`src/rtl/alu_issue_sched.sv`:
```
// Collapsing ALU issue queue: tag wakeup, oldest-ready select, flush.
// Optional feature: define ALU_ISSUE_BYPASS_EN for same-cycle wakeup-to-issue bypass.
module alu_issue_sched #(
    parameter int unsigned DEPTH         = 4,
    parameter int unsigned TAG_WD        = 4,
    parameter int unsigned INST_STATE_WD = 8
) (
    input  logic                         clk,
    input  logic                         reset,
    input  logic                         flush,
    input  logic                         in_valid,
    output logic                         in_ready,
    input  logic [11:0]                  in_op,
    input  logic [INST_STATE_WD-1:0]     in_inst_status,
    input  logic                         in_src1_rdy,
    input  logic                         in_src2_rdy,
    input  logic [TAG_WD-1:0]            in_src1_tag,
    input  logic [TAG_WD-1:0]            in_src2_tag,
    input  logic [31:0]                  in_rdata1,
    input  logic [31:0]                  in_rdata2,
    input  logic                         wb_valid,
    input  logic [TAG_WD-1:0]            wb_tag,
    input  logic [31:0]                  wb_data,
    output logic                         fu_ready,
    output logic [11:0]                  fu_op,
    output logic [INST_STATE_WD-1:0]     fu_inst_status,
    output logic [31:0]                  fu_rdata1,
    output logic [31:0]                  fu_rdata2,
    output logic [$clog2(DEPTH+1)-1:0]   count
);

    localparam int unsigned CW = $clog2(DEPTH + 1);
    localparam int unsigned IW = $clog2(DEPTH);

    typedef struct packed {
        logic                     valid;
        logic [11:0]              op;
        logic [INST_STATE_WD-1:0] status;
        logic                     rdy1;
        logic [TAG_WD-1:0]        tag1;
        logic [31:0]              data1;
        logic                     rdy2;
        logic [TAG_WD-1:0]        tag2;
        logic [31:0]              data2;
    } entry_t;

    entry_t          q       [DEPTH];
    entry_t          woke    [DEPTH];
    entry_t          shifted [DEPTH];
    entry_t          q_nxt   [DEPTH];
    entry_t          incoming;
    logic [31:0]     op1     [DEPTH];
    logic [31:0]     op2     [DEPTH];
    logic [DEPTH-1:0] hit1;
    logic [DEPTH-1:0] hit2;
    logic [DEPTH-1:0] cand;
    logic            found;
    logic            iss;
    logic            enq;
    logic [IW-1:0]   sel;
    logic [CW-1:0]   pos;
    logic [CW-1:0]   count_nxt;

    // Wakeup matching and per-entry issue eligibility
    always_comb begin
        hit1 = '0;
        hit2 = '0;
        cand = '0;
        for (int i = 0; i < DEPTH; i++) begin
            woke[i] = q[i];
            hit1[i] = q[i].valid & ~q[i].rdy1 & wb_valid & (q[i].tag1 == wb_tag);
            hit2[i] = q[i].valid & ~q[i].rdy2 & wb_valid & (q[i].tag2 == wb_tag);
            if (hit1[i]) begin
                woke[i].rdy1  = 1'b1;
                woke[i].data1 = wb_data;
            end
            if (hit2[i]) begin
                woke[i].rdy2  = 1'b1;
                woke[i].data2 = wb_data;
            end
`ifdef ALU_ISSUE_BYPASS_EN
            cand[i] = q[i].valid & (q[i].rdy1 | hit1[i]) & (q[i].rdy2 | hit2[i]);
            op1[i]  = q[i].rdy1 ? q[i].data1 : wb_data;
            op2[i]  = q[i].rdy2 ? q[i].data2 : wb_data;
`else
            cand[i] = q[i].valid & q[i].rdy1 & q[i].rdy2;
            op1[i]  = q[i].data1;
            op2[i]  = q[i].data2;
`endif
        end
    end

    // Oldest-ready select; outputs forced to zero when nothing issues
    always_comb begin
        found          = 1'b0;
        sel            = '0;
        fu_op          = '0;
        fu_inst_status = '0;
        fu_rdata1      = '0;
        fu_rdata2      = '0;
        for (int i = 0; i < DEPTH; i++) begin
            if (!found && cand[i]) begin
                found          = 1'b1;
                sel            = IW'(i);
                fu_op          = q[i].op;
                fu_inst_status = q[i].status;
                fu_rdata1      = op1[i];
                fu_rdata2      = op2[i];
            end
        end
        iss      = found & ~flush & ~reset;
        fu_ready = iss;
        if (!iss) begin
            fu_op          = '0;
            fu_inst_status = '0;
            fu_rdata1      = '0;
            fu_rdata2      = '0;
        end
    end

    // Enqueue handshake and incoming entry with writeback snoop
    always_comb begin
        in_ready = ~reset & ~flush & (count < CW'(DEPTH));
        enq      = in_valid & in_ready;
        pos      = count - CW'(iss);

        incoming.valid  = 1'b1;
        incoming.op     = in_op;
        incoming.status = in_inst_status;
        incoming.rdy1   = in_src1_rdy;
        incoming.tag1   = in_src1_tag;
        incoming.data1  = in_rdata1;
        incoming.rdy2   = in_src2_rdy;
        incoming.tag2   = in_src2_tag;
        incoming.data2  = in_rdata2;
        if (!in_src1_rdy && wb_valid && (in_src1_tag == wb_tag)) begin
            incoming.rdy1  = 1'b1;
            incoming.data1 = wb_data;
        end
        if (!in_src2_rdy && wb_valid && (in_src2_tag == wb_tag)) begin
            incoming.rdy2  = 1'b1;
            incoming.data2 = wb_data;
        end
    end

    // Collapse above the issued slot, then place the new entry at the tail
    always_comb begin
        for (int i = 0; i < DEPTH - 1; i++) begin
            shifted[i] = woke[i+1];
        end
        shifted[DEPTH-1] = '0;
        for (int i = 0; i < DEPTH; i++) begin
            q_nxt[i] = (iss && (IW'(i) >= sel)) ? shifted[i] : woke[i];
            if (enq && (CW'(i) == pos)) begin
                q_nxt[i] = incoming;
            end
            if (flush) begin
                q_nxt[i].valid = 1'b0;
            end
        end
        count_nxt = flush ? '0 : (count + CW'(enq) - CW'(iss));
    end

    always_ff @(posedge clk) begin
        if (reset) begin
            count <= '0;
            for (int i = 0; i < DEPTH; i++) begin
                q[i].valid <= 1'b0;
            end
        end else begin
            count <= count_nxt;
            for (int i = 0; i < DEPTH; i++) begin
                q[i] <= q_nxt[i];
            end
        end
    end

endmodule

```
`config.mk`:
```
export PLATFORM = sky130hd
export DESIGN_NAME = alu_issue_sched
export DESIGN_NICKNAME = d
export VERILOG_FILES = /design/src/rtl/alu_issue_sched.sv
export SDC_FILE = /design/constraint.sdc
export NUM_CORES = 1
export LEC_CHECK = 0
export CAP_MARGIN = 10
export CORE_ASPECT_RATIO = 0.9
export CORE_MARGIN = 1.5
export CORE_UTILIZATION = 37
export CTS_BUF_LIST = sky130_fd_sc_hd__clkbuf_4 sky130_fd_sc_hd__clkbuf_8
export CTS_CLUSTER_DIAMETER = 50
export CTS_CLUSTER_SIZE = 24
export DETAILED_ROUTE_END_ITERATION = 8
export GPL_TIMING_DRIVEN = 0
export PLACE_DENSITY = 0.58
export SETUP_SLACK_MARGIN = 0.05
export SYNTH_ARGS = -nofsm -noshare
export SYNTH_HDL_FRONTEND = slang
export SYNTH_SLANG_ARGS = --single-unit
```
`constraint.sdc`:
```
create_clock -name clk -period 11.6 [get_ports clk]
set_input_delay 1.16 -clock clk [delete_from_list [all_inputs] [get_ports clk]]
set_output_delay 1.16 -clock clk [all_outputs]
set_load 0.01 [all_outputs]
```
==> results.py <==
metrics = {
    "status": {
        "status": "finished clean",
    },
    "critical_path": {
        "cp-end-kind": "register",
        "r2r_cells": 14,
        "cp.buffers_inverters": 7,
        "r2r_start": "q[0][73]$_DFFE_PN_",
        "arrival_ps": 7380,
        "path_cells": "clkdlybuf4s50_1, nor2_1, o21ai_1, clkbuf_1, buf_1, inv_1, ha_1, ha_1, or4b_1, buf_2, clkbuf_1, clkbuf_1, nand3_1, nand2_1",
        "crit_type": "input port to register",
        "worstSetupStartpointType": "input port",
        "critPathRequiredTime_ps": 12150,
        "crit_slowest_cell": "clkbuf_1",
        "critPathTopFamily": "buffers and inverters",
        "r2r_end": "q[2][78]$_DFFE_PP_",
        "worstPathMaxFanout": 10,
        "r2r_slack_ps": 5110,
        "crit_top_cell": "clkbuf_1",
        "cp_slowest_stage_delay_ps": 1010,
    },
    "sta": {
        "period_needed_ps": 6820,
        "finalWorstSetupSlack_ps": 4780,
        "slew_headroom_pct": 2.11,
        "drv_slew": 0,
        "min_period_over_period_pct": 58.8,
        "hold_slack_ps": 534,
        "fmax_mhz": 147,
        "setup_viol": 0,
        "finalHoldViolCount": 0,
        "setup_tns_ps": 0,
        "rsz0062_at_grt": "false",
        "finalClockSkew_ps": 25.6,
        "worstMarginPinSlew_ps": 1470,
    },
    "global_route": {
        "grt_pass1_vias": 23500,
        "grt_first_pass_wirelength_um": 155000,
        "gr-total-overflow": 0,
        "antenna_found_initial": 7,
        "grt_max_degree": 71,
        "grt_usage_pct": 29.7,
    },
    "placement": {
        "dp_hpwl_um": 72300,
        "gp_congestion": 0.937,
        "dp_cells": 3610,
        "place_ws_ps": 4120,
        "port_buffers": 190,
    },
    "die": {
        "io_pins": 224,
        "die-area_um2": 68700,
        "core_area_um2": 65900,
        "die_h_um": 249,
        "start_util_pct": 37.7,
        "row_count": 89,
        "die_x_um": 276,
    },
    "routing": {
        "dr.pass1.iters": 8,
        "vias_per_cell": 6.56,
        "avgRoutedWirePerCell_um": 28.8,
        "drt_iter0_drc": 3543,
        "drcViolationCount": 0,
        "ant_nets": 0,
        "vias": 24400,
        "detail_route.wirelength_um": 107000,
    },
    "cts": {
        "cts-root-buf": "clkbuf_8",
        "insertion_delay_ps": 690,
        "cts.repair.resized": 0,
        "clock_path_buffers": 3,
        "htree_levels": 2,
        "cts_setup_buffers": 0,
        "cts_inserted_buffers": 53,
        "cts_tree": "built",
        "clk_pin_slew_worst_paths_ps": 80,
        "hold_buffers": 0,
        "clock-sinks": 383,
    },
    "synth": {
        "avgSynthCellArea_um2": 9.73,
        "ys_ff_latch": 383,
        "synthesis.area_um2": 24800,
        "yosys.area.top_type": "edfxtp_1",
        "synth_area_leaders": "edfxtp_1, o21ai_0, a211oi_1, mux2i_1, and3_1",
        "synthesis.nets": 2690,
        "synth_cell_types": 52,
        "synth_top_area_share_pct": 45.5,
        "yosysWarnings": 0,
        "seq_area_frac_synth_pct": 46.0,
        "syn_inst": 2550,
    },
    "power": {
        "peakVddDrop_v": 0.0000630,
        "seqPwrFrac_pct": 51.6,
        "p_leak_uw": 0.00994,
        "clock_power_share_pct": 38.2,
        "p_total_uw": 3140,
        "pwr-share-comb_pct": 10.2,
        "power_density_nw_per_um2": 108,
        "p_int_uw": 2250,
        "sw_frac_of_total_pct": 28.3,
        "power_switching_uw": 889,
    },
    "job": {
        "drv_cap": 0,
    },
    "finish": {
        "area_growth_pct": 17.3,
        "fin_cells": 3716,
        "mostFrequentLayoutCells": "edfxtp_1, o21ai_0, nand2_1, clkbuf_1, clkdlybuf4s50_1",
        "nets": 2944,
        "final_common_cell": "edfxtp_1",
        "drive_gt1_share_pct": 8.36,
    },
    "hold_path": {
        "min_path_type": "register to register",
        "min_from": "q[0][94]$_SDFFE_PP0P_",
        "whs_endpoint": "q[0][94]$_SDFFE_PP0P_",
        "min_path_cells": 2,
    },
}
[worst max-delay path by stage]
stage,start,endpoint,slack (ps),cells after the start
floorplan,reset,q[0][36]$_DFFE_PN_,6030,1
global placement,reset,q[3][56]$_DFFE_PN_,2730,2
detailed placement,reset,q[2][43]$_DFFE_PN_,4120,13
CTS,reset,q[2][4]$_DFFE_PN_,4850,13
global route,reset,q[2][78]$_DFFE_PP_,4610,14
finish,reset,q[2][78]$_DFFE_PP_,4780,14
[registers in the layout, indices dropped and copies added (netlist names)]
signal	flops
count	3
q	380
[layer usage]
metal | wire, um | track usage (%) | vias to the layer above | share of wire, %
li1 | - | - | 10500 | -
met1 | 43600 | 40.5 | 11900 | 41
met2 | 47600 | 45.4 | 1709 | 44
met3 | 12000 | 7.56 | 261 | 11
met4 | 3780 | 11.3 | 0 | 3.5
met5 | 0 | 0 | - | 0
[tightest hold or removal path, cell delays in order (launching register included)]
cell and delay [ps]:
dfxtp_1 340, o21ai_0 80, a21oi_1 60
[layout make-up]
class | count | area (um2)
flip-flops and latches | 383 | 11400
well taps | 864 | 1080
diodes | 5 | 12.5
plain buffers | 287 | 1210
clock inverters | 40 | 352
inverters | 15 | 63.8
clock buffers | 58 | 779
repair buffers | 199 | 2060
multi-input cells | 1865 | 12100
fillers | 6416 | 36800
[kinds of logic after synthesis]
logic type               synth area share, %
flip-flops                              46.0
multiplexers                            5.16
adder cells (fa/ha/maj)                0.282
XOR/XNOR                                1.41
AO/OA/AOI/OAI                           27.5
AND/OR/NAND/NOR                         14.5
buffers and inverters                   5.11
[synth_stat cells (all sizes together)]
cell type	count
edfxtp	376
o21ai	322
nand2	260
a211oi	258
clkbuf	216
and3	166
mux2i	128
a21oi	93
a221o	87
nor3	82
nor2	78
buf	71
o31ai	65
o22ai	64
nand3	63
a21boi	32
and4	32
o31a	32
and2	29
xor2	26
inv	15
xnor2	14
dfxtp	7
ha	4
a31oi	3
a21bo	2
a21o	2
a311o	2
nand2b	2
nand4	2
nor2b	2
o2bb2ai	2
or2	2
or3	2
or4b	2
a221oi	1
fa	1
nor3b	1
nor4	1
o2111a	1
o2111ai	1
o211ai	1
[stage by stage]
stage / util, % / cell area, um2
after floorplan: - / 24800
after detailed placement: 42.4 / 27900
after CTS: 44.1 / 29100
after global routing: 44.2 / 29100
after global placement: 42.2 / 27800
final: 44.2 / 29100
[power groups by stage]
stage / Combinational (uW) / Clock, uW / Sequential, uW
after CTS: 310 / 1200 / 1620
after floorplan: 170 / 0 / 1640
after global placement: 298 / 0 / 1650
after global routing: 337 / 1250 / 1620
after detailed placement: 309 / 0 / 1650
final: 321 / 1200 / 1620
Note: power is estimated with default switching activity, not from simulation.
